File: config.mk
export PLATFORM = sky130hd
export DESIGN_NAME = hazard_stall_ctrl
export DESIGN_NICKNAME = d
export VERILOG_FILES = /design/src/rtl/cpu_pipe_pkg.sv /design/src/rtl/muldiv_busy_counter.sv /design/src/rtl/hazard_stall_ctrl.sv
export SDC_FILE = /design/constraint.sdc
export NUM_CORES = 1
export LEC_CHECK = 0
export CAP_MARGIN = 30
export CORE_UTILIZATION = 36
export CTS_CLUSTER_DIAMETER = 120
export DETAILED_ROUTE_END_ITERATION = 7
export HOLD_SLACK_MARGIN = 0.06
export PLACE_DENSITY = 0.74
export SLEW_MARGIN = 20
export SYNTH_ARGS = -nofsm -noshare
export SYNTH_HDL_FRONTEND = slang
export SYNTH_HIERARCHICAL = 1
export SYNTH_SLANG_ARGS = --single-unit
File: constraint.sdc
create_clock -name clk -period 1.9 [get_ports clk]
set_input_delay 0.285 -clock clk [delete_from_list [all_inputs] [get_ports clk]]
set_output_delay 0.285 -clock clk [all_outputs]
set_load 0.05 [all_outputs]
File: src/rtl/cpu_pipe_pkg.sv
`default_nettype none
// ============================================================================
// Module      : cpu_pipe_pkg
// Description : Shared pipeline types and constants for the five-stage core.
// Revision    : 1.0 - initial release
// ============================================================================
package cpu_pipe_pkg;

    localparam int REG_W = 5;
    localparam logic [REG_W-1:0] REG_ZERO = 5'd0;

    typedef enum logic [0:0] {
        RUN     = 1'b0,
        MD_BUSY = 1'b1
    } hz_state_t;

    function automatic logic reg_match(
        input logic             used,
        input logic [REG_W-1:0] a,
        input logic [REG_W-1:0] b
    );
        return used && (a == b);
    endfunction

endpackage
`default_nettype wire

File: src/rtl/muldiv_busy_counter.sv
`default_nettype none
// ============================================================================
// Module      : muldiv_busy_counter
// Description : Down-counter tracking how long a mul/div occupies EX.
// Revision    : 1.0 - initial release
// ============================================================================
module muldiv_busy_counter #(
    parameter int MD_CYCLES = 4
) (
    input  logic clk,
    input  logic reset,
    input  logic load,
    input  logic count,
    output logic busy,
    output logic done
);

    localparam logic [7:0] c_md_load = 8'(MD_CYCLES);

    logic [7:0] r_md_cnt;

    always_ff @(posedge clk or negedge reset) begin
        if (!reset) begin
            r_md_cnt <= 8'd0;
        end else if (load) begin
            r_md_cnt <= c_md_load;
        end else if (count && (r_md_cnt != 8'd0)) begin
            r_md_cnt <= r_md_cnt - 8'd1;
        end
    end

    assign busy = (r_md_cnt != 8'd0);
    assign done = count && (r_md_cnt == 8'd1);

endmodule
`default_nettype wire

File: src/rtl/hazard_stall_ctrl.sv
`default_nettype none
// ============================================================================
// Module      : hazard_stall_ctrl
// Description : Load-use / branch / mul-div hold and flush control for the
//               five-stage pipeline. HAZARD_STALL_CNT_EN adds stall_cycles.
// Revision    : 1.0 - initial release
// ============================================================================
module hazard_stall_ctrl
    import cpu_pipe_pkg::*;
#(
    parameter int MD_CYCLES = 4
) (
    input  logic             clk,
    input  logic             reset,
    input  logic [REG_W-1:0] id_rs,
    input  logic [REG_W-1:0] id_rt,
    input  logic             id_uses_rs,
    input  logic             id_uses_rt,
    input  logic             id_muldiv,
    input  logic             ex_mem_read,
    input  logic [REG_W-1:0] ex_rt,
    input  logic             ex_branch_taken,
    output logic             pc_hold,
    output logic             ifid_hold,
    output logic             idex_hold,
    output logic             ifid_flush,
    output logic             idex_flush,
    output logic             exmem_flush,
    output logic             md_busy,
    output logic             md_done
`ifdef HAZARD_STALL_CNT_EN
    ,
    output logic [31:0]      stall_cycles
`endif
);

    hz_state_t r_state;
    hz_state_t w_state_nxt;
    logic      w_lu_haz;
    logic      w_md_load;
    logic      w_md_count;
    logic      w_cnt_busy;
    logic      w_cnt_done;

    assign w_lu_haz = ex_mem_read && (ex_rt != REG_ZERO) &&
                      (reg_match(id_uses_rs, id_rs, ex_rt) ||
                       reg_match(id_uses_rt, id_rt, ex_rt));

    muldiv_busy_counter #(
        .MD_CYCLES (MD_CYCLES)
    ) u_md_cnt (
        .clk   (clk),
        .reset (reset),
        .load  (w_md_load),
        .count (w_md_count),
        .busy  (w_cnt_busy),
        .done  (w_cnt_done)
    );

    always_ff @(posedge clk or negedge reset) begin
        if (!reset) begin
            r_state <= RUN;
        end else begin
            r_state <= w_state_nxt;
        end
    end

    always_comb begin
        w_state_nxt = r_state;
        w_md_load   = 1'b0;
        w_md_count  = 1'b0;
        pc_hold     = 1'b0;
        ifid_hold   = 1'b0;
        idex_hold   = 1'b0;
        ifid_flush  = 1'b0;
        idex_flush  = 1'b0;
        exmem_flush = 1'b0;
        md_busy     = 1'b0;
        md_done     = 1'b0;
        if (!reset) begin
            ifid_flush  = 1'b1;
            idex_flush  = 1'b1;
            exmem_flush = 1'b1;
        end else begin
            case (r_state)
                RUN: begin
                    if (ex_branch_taken) begin
                        ifid_flush = 1'b1;
                        idex_flush = 1'b1;
                    end else if (w_lu_haz) begin
                        pc_hold    = 1'b1;
                        ifid_hold  = 1'b1;
                        idex_flush = 1'b1;
                    end else if (id_muldiv) begin
                        w_md_load   = 1'b1;
                        w_state_nxt = MD_BUSY;
                    end
                end
                MD_BUSY: begin
                    // EX is occupied by the mul/div; branch and load info there is stale.
                    w_md_count  = 1'b1;
                    pc_hold     = 1'b1;
                    ifid_hold   = 1'b1;
                    idex_hold   = 1'b1;
                    exmem_flush = 1'b1;
                    md_busy     = w_cnt_busy;
                    md_done     = w_cnt_done;
                    if (w_cnt_done) begin
                        w_state_nxt = RUN;
                    end
                end
                default: begin
                    w_state_nxt = RUN;
                end
            endcase
        end
    end

`ifdef HAZARD_STALL_CNT_EN
    logic [31:0] r_stall_cycles;

    always_ff @(posedge clk or negedge reset) begin
        if (!reset) begin
            r_stall_cycles <= 32'd0;
        end else if (pc_hold && (r_stall_cycles != 32'hFFFF_FFFF)) begin
            r_stall_cycles <= r_stall_cycles + 32'd1;
        end
    end

    assign stall_cycles = r_stall_cycles;
`endif

endmodule
`default_nettype wire
==> flow_summary_export.csv, run 1 <==
group,metric,value,unit
placed_design,hpwlAfterDp,1721,µm
floorplanning,die_area,2170,µm²
timing,setup_ws,-0.05321,ns
run_status,violations,"negative setup slack",
detailed_routing,dr.pass1.iters,4,
global_route,antenna_found_initial,0,
pwr,p_seq_frac,0.270,
clock_network,h-tree-depth,1,
clock_network,clock_path_buffers,2,
synthesis,synth_cells,82,
critical_path,critPathArrivalTime,1.67,ns
run_status,status,"complete, but fails checks",
clock_network,cts.sinks,9,
floorplanning,die_w,46.59,µm
synthesis,yosysSeqAreaShare,0.3147,
detailed_routing,met2_wirelength,1259,µm
detailed_routing,wl_met1,1001,µm
synthesis,synth.ff_latch_count,9,
pwr,fin_total_pwr,1461,µW
critical_path,critical_path_buf_inv_count,1,
global_route,grt_pass1_wl,3615,µm
detailed_routing,maxUsedRoutingLayer,"met4",
timing,period_minus_slack,1.953,ns
global_route,grt-ovfl-total,0,
placed_design,io_buffers,29,
critical_path,criticalPathCategory,"reg -> out",
floorplanning,core-area,1802,µm²
pwr,ir_drop,1034,µV
layout,utilization,0.7583,
global_route,grt_max_degree,15,
pwr,pwr-share-clk,0.100,
flow_run,cap_viol_max_count,0,
pwr,intPower,845.5,µW
synthesis,yosys_warnings,6,
placed_design,globalplace.congestion,0.8393,
synthesis,synth_nets,106,
critical_path,slowest_stage,"dfrtp_2",
global_route,grt_pass1_vias,808,
placed_design,pre_cts_ws,-0.3249,ns
timing,post-route-period-util,1.028,
timing,finalClockSkew,0.004602,ns
synthesis,synth_common_cells,"11 x xnor2_1, 9 x dfrtp_1, 8 x nor2_1",
synthesis,synthArstFlopShare,1.000,
min_path,min_path_type,"reg -> reg",
critical_path,critPathMaxFanout,4,
pwr,combinationalPowerShare,0.630,
clock_network,numCtsBuffers,3,
layout,multiInputGateArea,546.8,µm²
synthesis,synth_edf_count,0,
synthesis,synth_most_common_cell,"xnor2_1",
detailed_routing,ant_nets,0,
pwr,p_per_area,1069,nW/µm²
floorplanning,die_height,46.59,µm
critical_path,max_stage_delay,0.44,ns
timing,slew_violations,0,
clock_network,cts_tree,"yes",
layout,fill_cells,133,
pwr,power.switching,615.5,µW
critical_path,worst_ep_required_time,1.62,ns
detailed_routing,route.detailed.drc,0,
synthesis,synth_area,715.7,µm²
timing,finalHoldViolCount,0,
layout,drive_gt1_frac,0.4203,
critical_path,path_cells,"nor4_4 > and4_1 > and3_4 > buf_12",
synthesis,yosysTopAreaCellShare,0.3147,
synthesis,synth_area_leader_cell,"dfrtp_1",
detailed_routing,wl_met3,151,µm
floorplanning,io_pins,30,
layout,antenna-diode-count,0,
timing,fin_setup_tns,-0.06046,ns
timing,worstMarginPinSlew,0.4408,ns
timing,rsz0062_at_grt,"true",
detailed_routing,vias,895,
detailed_routing,avgRoutedWirePerCell,14.93,µm
synthesis,ys_top_cells_by_area,"dfrtp_1 31%, xnor2_1 13%, a21oi_1 4.2%",
detailed_routing,drt-total-wl,2434,µm
synthesis,synth-main-ff-cell,"dfrtp_1",
detailed_routing,drt-vias-per-instance,5.491,
clock_network,clk_pin_slew,0.06,ns
synthesis,syn_avg_cell_area,8.728,µm²
pwr,leakage,0.0006412,µW
global_route,grt_usage,0.2429,
critical_path,cp-end-kind,"output port",
pwr,swShare,0.4213,
floorplanning,start_util,0.3972,
synthesis,yosysUniqueCellTypes,34,
floorplanning,num_rows,15,
detailed_routing,drt_iter0_drc,27,
layout,area_delta_synth_final,90.91,%
critical_path,crit_family,"simple AND/OR/NAND/NOR gates",
timing,slew-limit-headroom,0.7052,
layout,ff_latch_area,227.7,µm²
timing,setup_violations,2,
clock_network,clk_latency,0.26,ns
layout,nNetsFinal,163,
timing,clock.fmax,0.5120,GHz
critical_path,startpoint_type,"register",
clock_network,ctsRootBufferMaster,"clkbuf_4",
## through the flow
step                hold WS (ns)  cells  cell area, µm²
floorplan               -0.01059     82           737.0
global placement          0.5537    152            1221
detailed placement        0.5606    152            1221
CTS                       0.3932    160            1296
global route              0.6219    163            1366
finish                    0.5807    163            1366
## final cells by class
type                            instances  share of cell area
Tap cell                               25             0.02289
Timing Repair Buffer                   54              0.3800
Multi-Input combinational cell         67              0.4002
Inverter                                4             0.01099
Clock buffer                            4             0.01923
Sequential cell                         9              0.1667
## metal layers
metal	vias to the layer above	global-route usage
met1	435	0.3031
met5	-	0
li1	410	-
met3	6	0.08235
met4	0	0.01765
met2	44	0.4167
## power by group through the flow
stage,clock [µW],combinational (µW),sequential (µW)
global placement,0,728,370
CTS,153,842,381
global route,168,980,404
finish,147,920,394
detailed placement,0,758,374
floorplan,0,457,349
## kinds of logic after synthesis
group / after synthesis / synth area share
muxes: 2 / 0.02972
and+or+nand+nor: 36 / 0.2972
buffers and inverters: 6 / 0.04195
AOI/OAI and AO/OA: 16 / 0.1469
DFF: 9 / 0.3147
xor gates and xnor gates: 11 / 0.1346
adders and majority gates: 2 / 0.03496
## state kept, by name, summed over array words and instances, names as in the netlist
register and cells:
r_state 1, u_md_cnt/r_md_cnt 8
## layout by cell type (no fill, tap or decap), types with 2 or more instances in the layout
cell type         n
buf_12            5
or4_1             2
dfrtp_2           2
inv_1             3
nor2_1            7
dlygate4sd2_1     9
xnor2_2           3
buf_2             3
ha_1              2
nand2_1           7
nand4_1           2
buf_6             2
a21oi_1           5
xnor2_1           8
clkbuf_4          3
dfrtp_1           7
nor2b_1           2
buf_8             2
a211oi_1          2
clkdlybuf4s50_1   5
dlymetal6s2s_1    2
buf_4            23
nor3_1            2
## repair_timing
action                     4_1_cts  5_1_grt
hold buffers                     0        1
hold endpoints to repair         0        9
resized for setup               32       15
setup buffers                    4        2
setup endpoints to repair        6        7
pin swaps                       13        8
## path summary, 6_finish.rpt
kind / startpoint / end / slack, ns / cells after the start
max: u_md_cnt/r_md_cnt[4] / md_done / -0.05 / 4
min: u_md_cnt/r_md_cnt[2] / u_md_cnt/r_md_cnt[2] / 0.58 / 1
max reg2reg: r_state / u_md_cnt/r_md_cnt[7] / 0.07 / 4
min reg2reg: u_md_cnt/r_md_cnt[2] / u_md_cnt/r_md_cnt[2] / 0.58 / 1
max in group asynchronous: reset / u_md_cnt/r_md_cnt[4] / 0.86 / 3
min in group asynchronous: reset / u_md_cnt/r_md_cnt[3] / 0.71 / 3
## worst register-to-register path, cell delays in order, from the launching register on
cell	delay, ns
dfrtp_2	0.42
and2_4	0.17
or4b_4	0.49
or4_1	0.50
a21oi_1	0.18
Note: power is estimated with default switching activity, not from simulation.
==> inputs of run 2 (changes only) <==
--- a/config.mk
+++ b/config.mk
@@ -7,10 +7,12 @@
 export LEC_CHECK = 0
 export CAP_MARGIN = 30
 export CORE_UTILIZATION = 36
+export CTS_BUF_LIST = sky130_fd_sc_hd__clkbuf_8
 export CTS_CLUSTER_DIAMETER = 120
 export DETAILED_ROUTE_END_ITERATION = 7
+export GPL_TIMING_DRIVEN = 1
 export HOLD_SLACK_MARGIN = 0.06
-export PLACE_DENSITY = 0.74
+export PLACE_DENSITY = 0.71
 export SLEW_MARGIN = 20
 export SYNTH_ARGS = -nofsm -noshare
 export SYNTH_HDL_FRONTEND = slang
==> constraint.sdc (replaced) <==
create_clock -name clk -period 2 [get_ports clk]
set_input_delay 0.3 -clock clk [delete_from_list [all_inputs] [get_ports clk]]
set_output_delay 0.3 -clock clk [all_outputs]
set_load 0.05 [all_outputs]
==> flow_summary_export.csv, run 2 (synthesis results as in run 1) <==
group,metric,value,unit
run_status,status,"complete, but fails checks",
run_status,violations,"negative setup slack",
global_route,grt_pass1_wl,3401,µm
critical_path,timing.reg2reg.setup_slack,0.14,ns
placed_design,io_buffers,29,
min_path,min_path_type,"in -> async",
layout,design_area,1361,µm²
timing,setup_violations,1,
detailed_routing,route.detailed.drc,0,
pwr,ir_drop,642.8,µV
detailed_routing,ant_nets,0,
layout,fill_cells,128,
layout,largestRegisters,"u_md_cnt/r_md_cnt x8, r_state x1",
timing,finalClockSkew,0.001744,ns
critical_path,slowest_stage,"clkdlybuf4s50_1",
global_route,grt-ovfl-total,0,
critical_path,worst_ep_required_time,1.70,ns
flow_run,cap_viol_max_count,0,
critical_path,crit_end,"idex_flush",
timing,slew_violations,0,
clock_network,clock_path_buffers,2,
floorplanning,io_pins,30,
layout,utilization,0.7556,
layout,nNetsFinal,158,
critical_path,crit_family,"buffers and inverters",
timing,finalHoldViolCount,0,
global_route,grt_max_degree,10,
critical_path,r2r_end,"u_md_cnt/r_md_cnt[5]",
timing,post-route-period-util,1.002,
clock_network,h-tree-depth,1,
critical_path,cp_num_cells,7,
critical_path,startpoint_type,"input port",
timing,period_minus_slack,2.005,ns
layout,ff_latch_area,226.5,µm²
placed_design,place_area,1212,µm²
layout,antenna-diode-count,0,
clock_network,numCtsBuffers,3,
critical_path,criticalPathCategory,"in -> out",
clock_network,clk_latency,0.23,ns
placed_design,pre_cts_ws,-0.2921,ns
timing,worstMarginPinSlew,0.3362,ns
detailed_routing,drt-total-wl,2235,µm
global_route,antenna_found_initial,0,
critical_path,r2r_start,"r_state",
floorplanning,core-area,1802,µm²
placed_design,hpwlAfterDp,1585,µm
placed_design,globalplace.congestion,0.8414,
layout,area_delta_synth_final,90.21,%
detailed_routing,avgRoutedWirePerCell,14.15,µm
layout,largest_register,"u_md_cnt/r_md_cnt",
clock_network,cts.sinks,9,
critical_path,cp-end-kind,"output port",
critical_path,path_cells,"clkdlybuf4s50_1 > xnor2_1 > nand4_1 > o22ai_2 > buf_4 > a21o_1 > buf_6",
critical_path,critPathLaunch,"id_rt[2]",
pwr,leakage,0.0006556,µW
clock_network,holdBufCountCts,0,
critical_path,critPathArrivalTime,1.70,ns
clock_network,clk_pin_slew,0.05,ns
critical_path,reg2reg_depth,5,
detailed_routing,drt_iter0_drc,9,
layout,final_common_cell,"buf_4",
timing,clock.fmax,0.4988,GHz
critical_path,max_stage_delay,0.49,ns
layout,layout_common_cells,"19 x buf_4, 9 x clkdlybuf4s50_1, 8 x xnor2_1, 8 x nor2_1, 8 x dfrtp_1",
critical_path,critPathMaxFanout,3,
global_route,grt_pass1_vias,807,
timing,setup_ws,-0.004681,ns
layout,multiInputGateArea,523.0,µm²
floorplanning,start_util,0.3972,
floorplanning,die_area,2170,µm²
pwr,p_per_area,998.3,nW/µm²
layout,largest_register_ffs,8,
clock_network,cts_tree,"yes",
layout,drive_gt1_frac,0.3534,
global_route,grt_usage,0.2303,
floorplanning,die_w,46.59,µm
floorplanning,die_height,46.59,µm
floorplanning,num_rows,15,
timing,slew-limit-headroom,0.7759,
detailed_routing,dr.pass1.iters,4,
clock_network,ctsRootBufferMaster,"clkbuf_8",
critical_path,critical_path_buf_inv_count,3,
detailed_routing,drt-vias-per-instance,5.215,
detailed_routing,vias,824,
==> run 2: changes by cell type in the layout (fill, tap and decap cells not counted), sizes merged <==
cell	delta
dlygate4sd2	-7
buf	-7
inv	+1
clkbuf	-2
clkdlybuf4s50	+4
dlymetal6s2s	+5
clkdlybuf4s15	+2
dlygate4sd3	-1
==> run 2: final cells by class <==
| class | instances | area share |
|---|---|---|
| multi-input combinational | 67 | 0.3842 |
| timing repair buffer | 49 | 0.3824 |
| sequential | 9 | 0.1664 |
| clock buffer | 3 | 0.03033 |
| tap | 25 | 0.02298 |
| inverter | 4 | 0.01103 |
| clock inverter | 1 | 0.002757 |
==> run 2: worst min path at each step <==
stage                    startpoint                    to  slack (ns)
3_5_place_dp   u_md_cnt/r_md_cnt[2]  u_md_cnt/r_md_cnt[2]        0.56
6_report                      reset  u_md_cnt/r_md_cnt[2]        0.21
5_1_grt                       reset  u_md_cnt/r_md_cnt[0]        0.23
2_1_floorplan                 reset               r_state       0.004
4_1_cts                       reset  u_md_cnt/r_md_cnt[2]        0.21
3_3_place_gp   u_md_cnt/r_md_cnt[2]  u_md_cnt/r_md_cnt[2]        0.55
==> run 2: what timing repair did <==
action	CTS	global route
setup buffers	0	1
resized for setup	15	16
cloned	0	0
pin swaps	3	12
endpoints found under the hold margin	0	0
setup endpoints to repair	5	5
==> run 2: power breakdown <==
part / internal (µW) / switching (µW) / leakage [µW]
logic: 406 / 394 / 0.000519
registers: 262 / 87.7 / 0.000109
clock network: 134 / 75.4 / 0.0000269
total: 802 / 557 / 0.000656
==> run 2: layer usage <==
metal  part of all wire  global-route usage
met1               0.39              0.2418
met5                  0                   0
met2               0.53              0.4056
met4              0.027              0.1176
met3              0.059             0.07059
==> run 2: stage by stage <==
step	hold slack, ns	power (µW)	std cells	setup TNS [ns]
after global routing	0.2273	1436	158	-0.1232
after global placement	0.5508	1041	153	-1.790
final	0.2111	1359	158	-0.004681
after detailed placement	0.5553	1061	153	-2.174
after CTS	0.2124	1316	157	0
after floorplan	0.004409	750.8	82	0
==> inputs of run 3 (changes only) <==
--- a/config.mk
+++ b/config.mk
@@ -12,7 +12,7 @@
 export DETAILED_ROUTE_END_ITERATION = 7
 export GPL_TIMING_DRIVEN = 1
 export HOLD_SLACK_MARGIN = 0.06
-export PLACE_DENSITY = 0.71
+export PLACE_DENSITY = 0.73
 export SLEW_MARGIN = 20
 export SYNTH_ARGS = -nofsm -noshare
 export SYNTH_HDL_FRONTEND = slang
==> flow_summary_export.csv, run 3 (synthesis results as in run 1) <==
group,metric,value,unit
run_status,status,"finished, final reports clean",
global_route,grt_pass1_wl,3139,µm
layout,finalNonFillerCells,159,
min_path,min_path_type,"in -> async",
layout,fill_cells,144,
timing,rsz0062_at_grt,"true",
global_route,grt_max_degree,9,
clock_network,numCtsBuffers,3,
placed_design,pre_cts_ws,-0.2609,ns
critical_path,critPathArrivalTime,1.66,ns
placed_design,globalplace.congestion,0.8182,
critical_path,worst_ep_required_time,1.70,ns
placed_design,io_buffers,29,
critical_path,critPathMaxFanout,6,
floorplanning,core-area,1802,µm²
layout,largest_register_ffs,8,
critical_path,timing.reg2reg.setup_slack,0.16,ns
pwr,pwr-share-clk,0.161,
critical_path,startpoint_type,"register",
timing,finalClockSkew,0.004704,ns
placed_design,place_inst,153,
clock_network,clk_latency,0.24,ns
detailed_routing,dr.pass1.iters,4,
layout,antenna-diode-count,0,
clock_network,clock_path_buffers,2,
placed_design,place_area,1212,µm²
critical_path,critPathLaunch,"u_md_cnt/r_md_cnt[4]",
clock_network,clk_pin_slew,0.05,ns
flow_run,cap_viol_max_count,0,
critical_path,r2r_start,"r_state",
floorplanning,num_rows,15,
timing,fin_hold_ws,0.2120,ns
pwr,swShare,0.4133,
timing,finalHoldViolCount,0,
global_route,grt-ovfl-total,0,
layout,design_area,1315,µm²
critical_path,crit_end,"md_done",
global_route,antenna_found_initial,0,
timing,slew_violations,0,
timing,worstMarginPinSlew,0.3041,ns
layout,drive_gt1_frac,0.3582,
layout,largest_register,"u_md_cnt/r_md_cnt",
pwr,combinationalPowerShare,0.561,
critical_path,reg2reg_depth,6,
floorplanning,die_area,2170,µm²
layout,area_delta_synth_final,83.74,%
clock_network,holdBufCountCts,0,
layout,largestRegisters,"u_md_cnt/r_md_cnt x8, r_state x1",
clock_network,h-tree-depth,1,
floorplanning,die_height,46.59,µm
clock_network,ctsRootBufferMaster,"clkbuf_8",
floorplanning,die_w,46.59,µm
detailed_routing,drt-total-wl,2008,µm
critical_path,criticalPathCategory,"reg -> out",
floorplanning,start_util,0.3972,
critical_path,r2r_end,"u_md_cnt/r_md_cnt[5]",
pwr,intPower,763.2,µW
timing,slew-limit-headroom,0.7963,
timing,fin_setup_tns,0,ns
pwr,leakage,0.0005995,µW
detailed_routing,drt-vias-per-instance,5.189,
detailed_routing,drt_iter0_drc,18,
timing,post-route-period-util,0.9792,
floorplanning,io_pins,30,
pwr,ir_drop,446.2,µV
layout,layout_common_cells,"20 x buf_4, 13 x clkdlybuf4s50_1, 11 x xnor2_1",
detailed_routing,ant_nets,0,
global_route,grt_pass1_vias,821,
critical_path,cp-end-kind,"output port",
layout,nNetsFinal,159,
pwr,power.switching,537.6,µW
global_route,grt_usage,0.2100,
layout,final_common_cell,"buf_4",
clock_network,cts.sinks,9,
detailed_routing,vias,825,
pwr,p_per_area,989.2,nW/µm²
timing,setup_violations,0,
placed_design,hpwlAfterDp,1547,µm
pwr,p_seq_frac,0.278,
clock_network,cts_tree,"yes",
timing,setup_ws,0.04151,ns
detailed_routing,route.detailed.drc,0,
detailed_routing,avgRoutedWirePerCell,12.63,µm
timing,clock.fmax,0.5106,GHz
timing,period_minus_slack,1.958,ns
## run 3: cell count changes in the layout (fill, tap and decap cells not counted), moves of 2 or more
cell             change
xnor2_1              +3
clkbuf_2             +3
clkdlybuf4s50_1      +4
xnor2_2              -3
dlymetal6s2s_1       -5
clkdlybuf4s15_1      -2
## run 3: stage by stage
step             util  total power [µW]
2_1_floorplan       -             750.8
4_1_cts        0.7194              1291
6_report       0.7299              1301
3_5_place_dp   0.6729              1050
5_1_grt        0.7299              1383
3_3_place_gp   0.6729              1025
## run 3: power by group through the flow
| stage | Sequential [µW] | Combinational [µW] | Clock [µW] |
|---|---|---|---|
| after floorplan | 331 | 420 | 0 |
| after global placement | 350 | 675 | 0 |
| after detailed placement | 353 | 697 | 0 |
| after CTS | 355 | 722 | 215 |
| after global routing | 375 | 780 | 229 |
| final | 362 | 730 | 209 |
## run 3: what timing repair did
action / CTS / global route
hold endpoints to repair: 0 / 0
buffers inserted: 1 / 1
resized for setup: 16 / 11
endpoints found under the setup margin: 5 / 5
pin swaps: 6 / 7
## run 3: area by class of cell
type	instances	area, µm²	share of cell area
clock buffers	3	41.29	0.03140
clock inverters	1	3.754	0.002854
inverters	4	15.01	0.01142
multi-input cells	67	500.5	0.3806
flip-flops and latches	9	226.5	0.1722
well taps	25	31.28	0.02379
repair buffers	50	496.7	0.3777
## run 3: layer usage
metal	vias to the layer above	global-route usage	part of all wire
met2	43	0.3861	0.54
met1	378	0.2199	0.38
met3	6	0.03922	0.061
met5	-	0	0
li1	398	-	-
met4	0	0.1118	0.015
## run 3: worst max-delay path, cell delays in order, from the launching register on
cell and delay [ns]:
dfrtp_2 0.43, nor4_2 0.25, buf_4 0.18, and4_4 0.23, and3_4 0.19, buf_12 0.13
## run 3: worst min path at each step
stage	endpoint	cells after the start	slack, ns	startpoint
after floorplan	r_state	0	0.004	reset
after global placement	u_md_cnt/r_md_cnt[2]	1	0.55	u_md_cnt/r_md_cnt[2]
after detailed placement	u_md_cnt/r_md_cnt[2]	1	0.56	u_md_cnt/r_md_cnt[2]
after CTS	r_state	2	0.21	reset
after global routing	r_state	2	0.23	reset
final	r_state	2	0.21	reset
